<file path="src/rtl/wb_pkg.sv">
// Shared write-back control encoding, also used by control_unit.
package wb_pkg;

  localparam int WB_REG_WRITE_BIT  = 1;
  localparam int WB_MEM_TO_REG_BIT = 0;
  localparam int R0_ADDR           = 0;

  typedef logic [1:0] wb_control_t;

  function automatic logic wb_wants_write(input wb_control_t ctrl);
    return ctrl[WB_REG_WRITE_BIT];
  endfunction

  function automatic logic wb_from_mem(input wb_control_t ctrl);
    return ctrl[WB_MEM_TO_REG_BIT];
  endfunction

endpackage

</file>
<file path="src/rtl/retire_counter.sv">
// Wrapping CNT_W-bit event counter with enable and async active-low reset.
module retire_counter #(
  parameter int CNT_W = 32
) (
  input  logic             clock,
  input  logic             reset_n,
  input  logic             enable,
  output logic [CNT_W-1:0] count
);

  always_ff @(posedge clock or negedge reset_n) begin
    if (!reset_n) begin
      count <= '0;
    end else if (enable) begin
      count <= count + 1'b1;
    end
  end

endmodule

</file>
<file path="src/rtl/write_back.sv">
// MEM/WB pipeline register, write-back mux and register-bank write port.
// Optional same-cycle decode bypass is enabled by defining WB_BYPASS_EN.
module write_back
  import wb_pkg::*;
#(
  parameter int DATA_W     = 32,
  parameter int REG_ADDR_W = 5,
  parameter int CNT_W      = 32
) (
  input  logic                  clock,
  input  logic                  reset_n,
  input  logic                  mem_valid,
  input  logic                  hold,
  input  wb_control_t           WB_control,
  input  logic [REG_ADDR_W-1:0] mem_rw,
  input  logic [DATA_W-1:0]     alu_result,
  input  logic [DATA_W-1:0]     mem_data,
  output logic [REG_ADDR_W-1:0] rw,
  output logic                  reg_write,
  output logic [DATA_W-1:0]     busw,
  output logic [CNT_W-1:0]      retired_count
`ifdef WB_BYPASS_EN
  ,
  input  logic [REG_ADDR_W-1:0] ra,
  input  logic [REG_ADDR_W-1:0] rb,
  output logic                  fwd_a,
  output logic                  fwd_b
`endif
);

  logic valid_q;
  logic wr_req_q;
  logic written_q;
  logic capture;

  assign capture = ~hold;

  // A held instruction has already written on its first WB cycle, so
  // 'written' blocks any repeat until the next capture clears it.
  always_ff @(posedge clock or negedge reset_n) begin
    if (!reset_n) begin
      valid_q   <= 1'b0;
      wr_req_q  <= 1'b0;
      written_q <= 1'b0;
      rw        <= '0;
      busw      <= '0;
    end else if (capture) begin
      valid_q   <= mem_valid;
      wr_req_q  <= wb_wants_write(WB_control);
      written_q <= 1'b0;
      rw        <= mem_rw;
      busw      <= wb_from_mem(WB_control) ? mem_data : alu_result;
    end else begin
      written_q <= 1'b1;
    end
  end

  assign reg_write = valid_q & wr_req_q & (rw != REG_ADDR_W'(R0_ADDR)) & ~written_q;

  retire_counter #(
    .CNT_W(CNT_W)
  ) u_retire_counter (
    .clock  (clock),
    .reset_n(reset_n),
    .enable (capture & mem_valid),
    .count  (retired_count)
  );

`ifdef WB_BYPASS_EN
  assign fwd_a = reg_write & (ra == rw);
  assign fwd_b = reg_write & (rb == rw);
`endif

endmodule

</file>
<file path="config.mk">
export PLATFORM = sky130hd
export DESIGN_NAME = write_back
export DESIGN_NICKNAME = d
export VERILOG_FILES = /design/src/rtl/wb_pkg.sv /design/src/rtl/retire_counter.sv /design/src/rtl/write_back.sv
export SDC_FILE = /design/constraint.sdc
export NUM_CORES = 1
export LEC_CHECK = 0
export ABC_AREA = 1
export BUFFER_PORTS_ARGS = -buffer_cell sky130_fd_sc_hd__buf_2
export CAP_MARGIN = 5
export CORE_MARGIN = 2
export CORE_UTILIZATION = 34
export CTS_BUF_LIST = sky130_fd_sc_hd__clkbuf_16
export CTS_CLUSTER_DIAMETER = 120
export DETAILED_ROUTE_END_ITERATION = 6
export PLACE_DENSITY = 0.71
export SYNTH_ARGS = -nofsm -noshare
export SYNTH_HDL_FRONTEND = slang
export SYNTH_SLANG_ARGS = --single-unit
</file>
<file path="constraint.sdc">
create_clock -name clock -period 3.2 [get_ports clock]
set_input_delay 0.16 -clock clock [delete_from_list [all_inputs] [get_ports clock]]
set_output_delay 0.16 -clock clock [all_outputs]
set_load 0.1 [all_outputs]
</file>
==> results.txt <==
status = completed
setup_tns = 0 ps
initial drt markers = 164
reg2reg path depth = 7
startpoint types = flop
Worst R2R End = u_retire_counter.count[20]
R2R setup slack = 1510 ps
Netlist cell types = 24
crit end category = flop
mean post-synth cell area = 8.13 um^2
Mapped Cells = 427
post_cts resized = 0
flops & latches, synth = 72
Fill cells = 997
Synth Area in XOR/XNOR = 5.51%
CTS sink cnt = 72
Area growth, synth to finish = 34.3%
ANT cells = 0
net switching power = 1.27 mW
share of cells above drive strength 1 = 31.2%
largest net degree at the start of global routing = 73
worst hold path endpoint = rw[3]
worst setup path category = reg -> reg
pwr dens = 700 nW/um^2
global-route wire length before repair = 15700 um
synthesized area = 3470 um^2
CTS Buffer Depth = 2
routability cong. = 0.813
CTS clk-pin slew, worst paths = 60 ps
Hold Crit Depth = 3
placed insts = 690
worst slew pin tran = 997 ps
Fmax = 591 MHz
CTS tree = yes
vias per std cell = 4.77
multi-input gate area in the final layout = 1460 um^2
Max-Cap Viols = 0
Comb pwr share = 30.3%
mux share of post-synthesis cell area = 0%
max-slew violation count = 0
Die Ht = 105 um
Total GRT Usage = 17.5%
initial antenna violation count = 0
core area = 9860 um^2
Hold Crit Start = mem_rw[3]
I/O Buffers = 144
die area = 11000 um^2
largest family of logic cells by synthesized area = simple AND/OR/NAND/NOR gates
Simple-Gate Fraction of Synth Area = 26.6%
Int Pwr = 2.00 mW
worst hold path type = in -> reg
unrepaired setup endpoints after global routing = false
Reg-to-Reg Start = u_retire_counter.count[1]
post-route ant nets = 0
Starting Density = 35.2%
Slew HR = 33.4%
Placement Setup Slack = 1330 ps
Switching Fraction = 38.8%
non-filler cells, final = 706
Synth Net Count = 503
clock latency at the later pin of the worst-skew pair = 320 ps
Peak VDD IR = 0.320 mV
clock root buffer = clkbuf_16
Post-Synth Adder-Cell Area = 0.360%
post-synthesis compound-gate area fraction = 9.55%
Critical Path AT = 1900 ps
Worst EP required = 3410 ps
Layout Nets = 644
Vias = 3369
Area after DPL = 4300 um^2
Sequential Power Share = 32.8%
sequential area share after synthesis = 51.9%
Post-CTS Setup Bufs = 0
Die X = 105 um
DPL Wire Length = 6870 um
htree depth = 3
YS warnings = 0
LEAKAGE = 2.43 nW
period utilization = 52.9%
Clock Power Share = 36.9%
DRC violations left = 0
num rows = 36
vias in the first global route = 3301
io pins = 145
min Tclk post-route = 1690 ps
Num CTS Buffers = 9
FF+latch area = 1800 um^2
fin area = 4660 um^2
final number of setup-violating endpoints = 0
critical-path maximum fanout = 11
wire per inst = 13.3 um
Post-Route WL = 9360 um
Fin. Hold Viols = 0
Pre-antenna DRT Iters = 4
Fin Clk Skew = 6.12 ps
CTS hold repair buffers = 0
GRT overflow = 0
final setup margin = 1510 ps
worst max-delay path, cell delays in order, from the launching register on:
cell     delay [ps]
dfrtp_1         410
ha_1            220
inv_1            50
nor2_1          130
nand3_1         100
nor2_2          410
nand2_1         130
xnor2_1         150
worst max-delay path by stage:
stage	startpoint	endpoint	slack, ps	cells after the start
after floorplan	u_retire_counter.count[1]	u_retire_counter.count[22]	1060	8
after global placement	hold	u_retire_counter.count[20]	1450	8
after detailed placement	hold	u_retire_counter.count[20]	1330	8
after CTS	u_retire_counter.count[1]	u_retire_counter.count[20]	1490	7
after global routing	u_retire_counter.count[1]	u_retire_counter.count[20]	1320	7
final	u_retire_counter.count[1]	u_retire_counter.count[20]	1510	7
sequential cells by signal, summed over array words and instances, names as in the netlist:
signal                  flops
u_retire_counter.count     32
valid_q                     1
rw                          5
written_q                   1
wr_req_q                    1
busw                       32
area by class of cell:
cell class | instances | area share [%]
Timing Repair Buffer | 146 | 15.8
Multi-Input combinational cell | 302 | 31.3
Inverter | 37 | 2.98
Clock buffer | 9 | 4.83
Clock inverter | 7 | 2.92
Tap cell | 133 | 3.57
Sequential cell | 72 | 38.6
Yosys cell counts:
master	count	area, um^2
nand2_2	3	18.8
o22ai_1	1	6.26
nand4_1	10	62.6
dfrtp_1	72	1800
xnor2_1	13	114
xnor2_2	1	16.3
buf_2	3	15.0
xor2_1	7	61.3
nand3b_1	2	15.0
nand3_1	20	100
nand2_4	1	11.3
nor2_4	2	22.5
o21ai_0	1	5.00
buf_6	1	11.3
nor3_1	5	25.0
nor2_1	54	203
inv_2	1	3.75
inv_1	36	135
a21oi_1	64	320
ha_1	1	12.5
nand2_1	106	398
buf_1	2	7.51
nor2_2	11	68.8
clkbuf_1	10	37.5
metrics by stage:
stage / hold WS, ps / util, % / total power [mW]
after detailed placement: 362 / 43.6 / 2.07
after global placement: 362 / 43.6 / 2.06
after floorplan: -136 / - / 1.86
final: 39.4 / 47.3 / 3.26
after CTS: 26.8 / 47.3 / 3.29
after global routing: 28.5 / 47.3 / 3.38
power groups by stage:
stage / Clock [mW] / Combinational (mW) / Sequential (mW)
3_5_place_dp: 0 / 0.989 / 1.09
4_1_cts: 1.23 / 0.991 / 1.07
6_report: 1.21 / 0.988 / 1.07
3_3_place_gp: 0 / 0.984 / 1.08
2_1_floorplan: 0 / 0.168 / 1.69
5_1_grt: 1.26 / 1.04 / 1.08
routing by layer:
metal	up-vias	global-route usage, %	part of all wire (%)
met2	98	28.5	48
met4	0	6.76	1.7
met5	-	0	0
met3	16	3.87	5.9
met1	1609	22.6	44
li1	1646	-	-
placed cells by master, fill, tap and decap left out, types with 7 or more instances in the layout:
master	n
buf_2	144
nor2_1	54
dfrtp_1	72
nand2_1	106
clkbuf_16	9
nor2_2	11
xnor2_1	13
xor2_1	7
nand4_1	10
a21oi_1	64
nand3_1	20
inv_1	38
cells by family after synthesis:
kind of cell             count (synthesis)
AND/OR/NAND/NOR                        214
XOR/XNOR                                21
buffers and inverters                   53
AO/OA/AOI/OAI                           66
flip-flops                              72
adder cells (fa/ha/maj)                  1
Note: power is estimated with default switching activity, not from simulation.
